<file path="config.mk">
export PLATFORM = sky130hd
export DESIGN_NAME = key_debounce_6trk
export DESIGN_NICKNAME = d
export VERILOG_FILES = /design/src/rtl/key_debounce_pkg.sv /design/src/rtl/key_debounce_6trk_debounce_cell.sv /design/src/rtl/key_debounce_6trk.sv
export SDC_FILE = /design/constraint.sdc
export NUM_CORES = 1
export LEC_CHECK = 0
export CORE_MARGIN = 3
export CORE_UTILIZATION = 31
export CTS_CLUSTER_SIZE = 20
export DETAILED_ROUTE_END_ITERATION = 12
export GPL_TIMING_DRIVEN = 0
export HOLD_SLACK_MARGIN = 0.12
export SLEW_MARGIN = 20
export SYNTH_ARGS = -nofsm -noshare
export SYNTH_HDL_FRONTEND = slang
export SYNTH_SLANG_ARGS = --single-unit
export TNS_END_PERCENT = 1
</file>
<file path="constraint.sdc">
create_clock -name clk -period 1.48 [get_ports clk]
set_clock_uncertainty 0.15 [all_clocks]
set_input_delay 0.444 -clock clk [delete_from_list [all_inputs] [get_ports clk]]
set_output_delay 0.444 -clock clk [all_outputs]
set_load 0.02 [all_outputs]
</file>
<file path="src/rtl/key_debounce_pkg.sv">
// Shared constants and types for the six-track button debouncer and its consumers.
package key_debounce_pkg;

    localparam int unsigned N_TRACK        = 6;
    localparam int unsigned STABLE_CNT_DEF = 4;
    localparam int unsigned CNT_W_DEF      = 4;

    typedef logic [N_TRACK-1:0] track_vec_t;

endpackage

</file>
<file path="src/rtl/key_debounce_6trk_debounce_cell.sv">
// Single-track debouncer: 2-FF input synchronizer, stability counter advanced on
// tick, debounced level register and one-cycle press/release pulses.
// Ports:
//   clk, reset (async active-low) - clock and reset
//   tick                          - sample enable, one cycle per timebase edge
//   key_raw                       - raw asynchronous button input
//   key_level                     - debounced level
//   key_press / key_release       - one-cycle pulses on debounced 0->1 / 1->0
module debounce_cell
    import key_debounce_pkg::*;
#(
    parameter int unsigned STABLE_CNT = STABLE_CNT_DEF,
    parameter int unsigned CNT_W      = CNT_W_DEF
) (
    input  logic clk,
    input  logic reset,
    input  logic tick,
    input  logic key_raw,
    output logic key_level,
    output logic key_press,
    output logic key_release
);

    localparam logic [CNT_W-1:0] CNT_LAST = CNT_W'(STABLE_CNT - 1);

    logic             k1;
    logic             ks;
    logic [CNT_W-1:0] cnt;

    // Key synchronizer
    always_ff @(posedge clk or negedge reset) begin
        if (!reset) begin
            k1 <= 1'b0;
            ks <= 1'b0;
        end else begin
            k1 <= key_raw;
            ks <= k1;
        end
    end

    // Stability counter, level and pulses; everything holds between ticks
    always_ff @(posedge clk or negedge reset) begin
        if (!reset) begin
            cnt         <= '0;
            key_level   <= 1'b0;
            key_press   <= 1'b0;
            key_release <= 1'b0;
        end else begin
            key_press   <= 1'b0;
            key_release <= 1'b0;
            if (tick) begin
                if (ks == key_level) begin
                    cnt <= '0;
                end else if (cnt >= CNT_LAST) begin
                    // >= keeps the counter from ever wrapping
                    key_level   <= ks;
                    cnt         <= '0;
                    key_press   <= ks;
                    key_release <= ~ks;
                end else begin
                    cnt <= cnt + CNT_W'(1);
                end
            end
        end
    end

endmodule

</file>
<file path="src/rtl/key_debounce_6trk.sv">
// Six-track button debouncer. The slow clk_2ms timebase is sampled as data,
// synchronized and edge-detected into a one-cycle tick that drives one
// debounce_cell per track.
// Ports:
//   clk, reset (async active-low) - system clock and reset
//   clk_2ms                       - toggling timebase, both edges produce a tick
//   key_raw[N_TRACK]              - raw buttons, active-high
//   tick                          - one-cycle strobe per clk_2ms edge
//   key_level[N_TRACK]            - debounced levels
//   key_press / key_release       - one-cycle per-track edge pulses
module key_debounce_6trk
    import key_debounce_pkg::*;
#(
    parameter int unsigned STABLE_CNT = STABLE_CNT_DEF,
    parameter int unsigned CNT_W      = CNT_W_DEF
) (
    input  logic               clk,
    input  logic               reset,
    input  logic               clk_2ms,
    input  logic [N_TRACK-1:0] key_raw,
    output logic               tick,
    output logic [N_TRACK-1:0] key_level,
    output logic [N_TRACK-1:0] key_press,
    output logic [N_TRACK-1:0] key_release
);

    logic tb_sync1;
    logic tb_sync2;
    logic tb_prev;

    // Timebase synchronizer and both-edge detect
    always_ff @(posedge clk or negedge reset) begin
        if (!reset) begin
            tb_sync1 <= 1'b0;
            tb_sync2 <= 1'b0;
            tb_prev  <= 1'b0;
            tick     <= 1'b0;
        end else begin
            tb_sync1 <= clk_2ms;
            tb_sync2 <= tb_sync1;
            tb_prev  <= tb_sync2;
            tick     <= tb_sync2 ^ tb_prev;
        end
    end

    // One independent debouncer per track
    for (genvar i = 0; i < N_TRACK; i++) begin : g_track
        debounce_cell #(
            .STABLE_CNT (STABLE_CNT),
            .CNT_W      (CNT_W)
        ) u_cell (
            .clk         (clk),
            .reset       (reset),
            .tick        (tick),
            .key_raw     (key_raw[i]),
            .key_level   (key_level[i]),
            .key_press   (key_press[i]),
            .key_release (key_release[i])
        );
    end

endmodule

</file>
=== Yosys cells after proc, flatten, opt, wreduce, memory -nomap -nowiden ===
Index checks and enable logic that the tools add are counted.
Widths: inputs -> output; s select.

* Register bits after elaboration: 58
* Bits of input ports: 9

* Equal/unequal tests: 6
* Reduce and logical (&&, ||, !) cells: 6
* Bitwise gates (word level): 13
* Multiplexer cells: 48
* Magnitude comparators: 6
* Add/subtract/negate cells: 6

{| class="wikitable"
|+ Operators with widths
! cell !! number
|-
| $mux 4 || 12
|-
| $mux 1 || 36
|-
| $add 4x1->4 const B || 6
|-
| $ge 4x2->1 const B || 6
|-
| $reduce_and 3->1 || 6
|-
| $not 1->1 || 12
|-
| $eq 1x1->1 || 6
|-
| $xor 1x1->1 || 1
|}

=== Logic depth before layout (Yosys ltp) ===
* Depth after elaboration: 4
* Depth in mapped cells: 3
* Gate-level depth less buffers: 3

=== Modules after synthesis ===
A second synthesis with hierarchy kept.

* Cells, all modules: 143
* Area, all modules: 2,316.0 sq um

{| class="wikitable"
|+ Modules (own cells, without submodules)
! module !! seq. area each (sq um) !! instances !! cells an instance !! area each (sq um)
|-
| debounce_cell || 225.2 || 6 || 23 || 367.9
|-
| key_debounce_6trk || 100.1 || 1 || 5 || 108.9
|}

=== Least setup slack after synthesis ===
Ideal clock, no wire load.

* Path kind: register to register
* Start point: register g_track[4].u_cell.cnt[0]
* End point: register g_track[4].u_cell.key_level
* Cell stages (with the launch flop): 4
* Arrival: 1.260 ns
* Setup slack: -0.055 ns
* Buffers on the path: 0
* Data required time: 1.205 ns
* Library setup time: 0.125 ns
* Period minus slack after synthesis: 1.535 ns
* Cells stage by stage: dfrtp_1 > ha_1 > o31ai_2 > mux2_4

* Cells in the longest elaborated chain, start to end: 2

{| class="wikitable"
|+ Ends and longest elaborated chain
! what !! line !! text
|-
| start, declared || key_debounce_6trk_debounce_cell.sv:28 || <nowiki>logic [CNT_W-1:0] cnt;</nowiki>
|-
| start signal, assigned || key_debounce_6trk_debounce_cell.sv:61 || <nowiki>cnt <= cnt + CNT_W'(1);</nowiki>
|-
| $ge 4x2->1 || key_debounce_6trk_debounce_cell.sv:54 || <nowiki>end else if (cnt >= CNT_LAST) begin</nowiki>
|-
| $reduce_and 3->1 (no source line) || - ||
|-
| end signal, assigned || key_debounce_6trk_debounce_cell.sv:56 || <nowiki>key_level <= ks;</nowiki>
|-
| end, declared || key_debounce_6trk_debounce_cell.sv:19 || <nowiki>output logic key_level,</nowiki>
|}

Every way passes these cells.
A chain may end at the register's enable or synchronous reset.

=== Worst setup path in the final report ===
* Start point: register g_track[2].u_cell.key_release
* End point: output key_release[2]

{| class="wikitable"
|+ RTL lines
! what !! line !! text
|-
| start, declared || key_debounce_6trk_debounce_cell.sv:21 || <nowiki>output logic key_release</nowiki>
|-
| start signal, assigned || key_debounce_6trk_debounce_cell.sv:59 || <nowiki>key_release <= ~ks;</nowiki>
|-
| end, declared || key_debounce_6trk.sv:24 || <nowiki>output logic [N_TRACK-1:0] key_release</nowiki>
|}

No word-level cell between the ends.

==> impl_metrics.py <==
metrics = {
    "status": {
        "status": "finished, violations left",
        "violations": "negative setup slack",
    },
    "route": {
        "drt_iter0_drc": 51,
        "num_vias": 1263,
        "ant_nets": 0,
        "via_per_inst": 4.18,
        "wl_um": 3560,
        "routedWlPerCell_um": 11.8,
        "drc": 0,
        "dr.pass1.iters": 4,
    },
    "synth": {
        "ys_ff_latch": 58,
        "synth_area_leaders": "dfrtp_1 60%, buf_4 5.9%, nor2b_1 4.2%",
        "netlist_instances": 159,
        "synth_area_leader_cell": "dfrtp_1",
        "ys_types": 19,
        "ys.warnings.count": 0,
        "synth.yosys.seq_area_share": 0.604,
        "avgSynthCellArea_um2": 15.1,
        "syn-cell-area_um2": 2400,
        "synth_nets": 174,
        "synth_top_area_frac": 0.604,
    },
    "hold_path": {
        "holdPathEnd": "g_track[3].u_cell.ks",
        "hold_depth": 0,
        "hp-class": "register to register",
        "hold_start": "g_track[3].u_cell.k1",
    },
    "cts": {
        "clkTransAtPathRegs_ns": 0.06,
        "htreeDepth": 3,
        "cts_tree": "yes",
        "root_buffer": "clkbuf_8",
        "clk-insertion-delay-late_ns": 0.33,
        "clockBufferDepth": 2,
        "numCtsBuffers": 9,
        "cts_sinks": 58,
    },
    "floorplan": {
        "fp.dieW_um": 94.1,
        "initial_utilization": 0.326,
        "chipHeight_um": 94.1,
        "fp.coreArea_um2": 7370,
        "dieArea_um2": 8850,
        "io_pins": 28,
        "fp-row-count": 31,
    },
    "cells_and_area": {
        "postLayoutCoreUtil": 0.422,
        "drive_gt1_frac": 0.389,
        "fin_nets": 217,
        "syn_to_final_growth_pct": 29.5,
        "diodes": 0,
        "fillCellCount": 669,
    },
    "timing": {
        "fin_crit_sh": 1.03,
        "rsz0062_at_grt": "yes",
        "maxSlewViolCount": 0,
        "finalSetupViolCount": 13,
        "fin_crit_ns": 1.52,
        "maxSlewHeadroom": 0.816,
        "fmax_mhz": 656,
        "timing_hold_violations_final": 0,
        "worst_slack_ns": -0.0437,
        "holdWs_ns": 0.196,
        "worst_pin_slew_ns": 0.275,
    },
    "critical_path": {
        "critPathTopFamily": "flip-flops",
        "r2r_start": "g_track[2].u_cell.cnt[0]",
        "path_depth": 2,
        "crit_arrival_ns": 0.93,
        "critical_path.startpoint": "g_track[2].u_cell.key_release",
        "critPathMaxStageDelay_ns": 0.37,
        "cp.required_ns": 0.89,
        "r2r_cells": 3,
        "path_max_fanout": 1,
        "start_kind": "register",
        "r2r-end": "g_track[2].u_cell.key_level",
        "path_buf_inv": 2,
        "r2r_slack_ns": -0.03,
        "end_kind": "primary output",
        "cp_slowest_cell": "dfrtp_1",
        "path_common_cell": "buf_6",
        "worstPathCellList": "buf_6, buf_6",
        "critical_path_class": "register to primary output",
    },
    "global_route": {
        "globalRouteOverflowTotal": 0,
        "grt_pass1_wl_um": 6180,
        "first_global_vias": 1310,
        "track_usage": 0.0953,
        "grt_max_degree": 43,
        "antenna_found_initial": 0,
    },
    "power": {
        "comb_power_share": 0.287,
        "cellPowerDensity_nw_per_um2": 1460,
        "max-vdd-ir-drop_mv": 0.511,
        "clkPwrFrac": 0.273,
        "switchingPower_mw": 1.25,
        "p_total_mw": 4.54,
        "seq_power_share": 0.439,
        "internal_power_mw": 3.30,
        "swShare": 0.274,
        "power.leakage_nw": 1.45,
    },
    "placed_design": {
        "gp_congestion": 0.683,
        "place.port_buffers": 27,
        "dp.final_hpwl_um": 2290,
    },
    "job": {
        "max_cap_viol_count": 0,
    },
}
[final cells by class]
class,instances,area [um2],share of cell area
well taps,99,124,0.0398
repair buffers,39,397,0.127
multi-input cells,73,801,0.257
flip-flops and latches,58,1450,0.467
clock buffers,12,165,0.0531
plain buffers,14,148,0.0474
inverters,7,26.3,0.00844
[through the flow]
| stage | TNS, ns | worst slack (ns) | std cells | cell area (um2) |
|---|---|---|---|---|
| finish | -0.424 | -0.0437 | 302 | 3110 |
| global route | -1.18 | -0.0839 | 302 | 3110 |
| CTS | -1.12 | -0.0889 | 303 | 3130 |
| detailed placement | -2.94 | -0.243 | 286 | 2840 |
| global placement | -124.61 | -2.10 | 285 | 2820 |
| floorplan | -0.0236 | -0.0236 | 159 | 2420 |
[cells in the mapped netlist (all sizes together)]
master / count
ha: 6
a31o: 6
o31ai: 6
nor4b: 6
inv: 7
dfrtp: 58
buf: 21
mux2: 6
nor3b: 12
nor2b: 16
xor2: 7
a32o: 6
and2b: 2
[state kept, by name, indices dropped and copies added (netlist names)]
register / cells
g_track.u_cell.key_release: 6
tick: 1
tb_sync1: 1
g_track.u_cell.cnt: 24
g_track.u_cell.ks: 6
tb_sync2: 1
g_track.u_cell.key_level: 6
g_track.u_cell.key_press: 6
g_track.u_cell.k1: 6
tb_prev: 1
[worst register-to-register path, cell delays in order (launching register included)]
cell and delay (ns):
dfrtp_1 0.40, ha_1 0.26, o31ai_4 0.26, mux2_4 0.33
[logic make-up (layout without fill, tap and decap cells)]
kind of cell    count (synthesis)  count (layout)  synth area share
fa+ha+maj                       6               6            0.0312
simple gates                   36              36             0.137
mux                             6               6            0.0359
buf+inv                        28              72            0.0770
compound gates                 18              18            0.0890
xor+xnor                        7               7            0.0255
flops                          58              58             0.604
[power groups by stage]
stage	Combinational (mW)	Clock [mW]	Sequential [mW]
2_1_floorplan	0.851	0	2.01
3_3_place_gp	1.13	0	2.05
3_5_place_dp	1.18	0	2.06
4_1_cts	1.38	1.30	2.00
5_1_grt	1.45	1.36	2.04
6_report	1.31	1.24	2.00
[routing by layer]
| layer | up-vias | GRT usage | share of wire |
|---|---|---|---|
| li1 | 619 | - | - |
| met1 | 616 | 0.119 | 0.46 |
| met3 | 8 | 0.0361 | 0.044 |
| met2 | 20 | 0.135 | 0.47 |
| met5 | - | 0 | 0 |
| met4 | 0 | 0.0650 | 0.022 |
[repair_timing]
item                                    in CTS  in global routing
hold endpoints to repair                    16                  0
buffers inserted                             6                  4
pin swaps                                    2                  0
hold buffers                                 1                  0
gates resized for setup                    132                  2
endpoints found under the setup margin      24                 25
[cell usage in the layout (no fill, tap or decap), types with 5 or more instances in the layout]
master           synthesis  final
buf_6                    1     31
nor2b_1                 16     16
o31ai_4                  3      6
buf_4                   19     12
clkdlybuf4s50_1          0      7
mux2_4                   5      5
xor2_1                   7      7
a31o_1                   6      6
dfrtp_1                 58     57
inv_1                    6      6
nor3b_1                 12     12
a32o_1                   6      6
clkbuf_8                 0     12
[how the worst max path moves through the flow]
stage,end,slack (ns)
2_1_floorplan,g_track[5].u_cell.key_level,-0.02
3_3_place_gp,g_track[1].u_cell.key_release,-2.10
3_5_place_dp,key_level[4],-0.24
4_1_cts,key_level[4],-0.09
5_1_grt,key_press[2],-0.08
6_report,key_release[2],-0.04
Note: power is estimated with default switching activity, not from simulation.
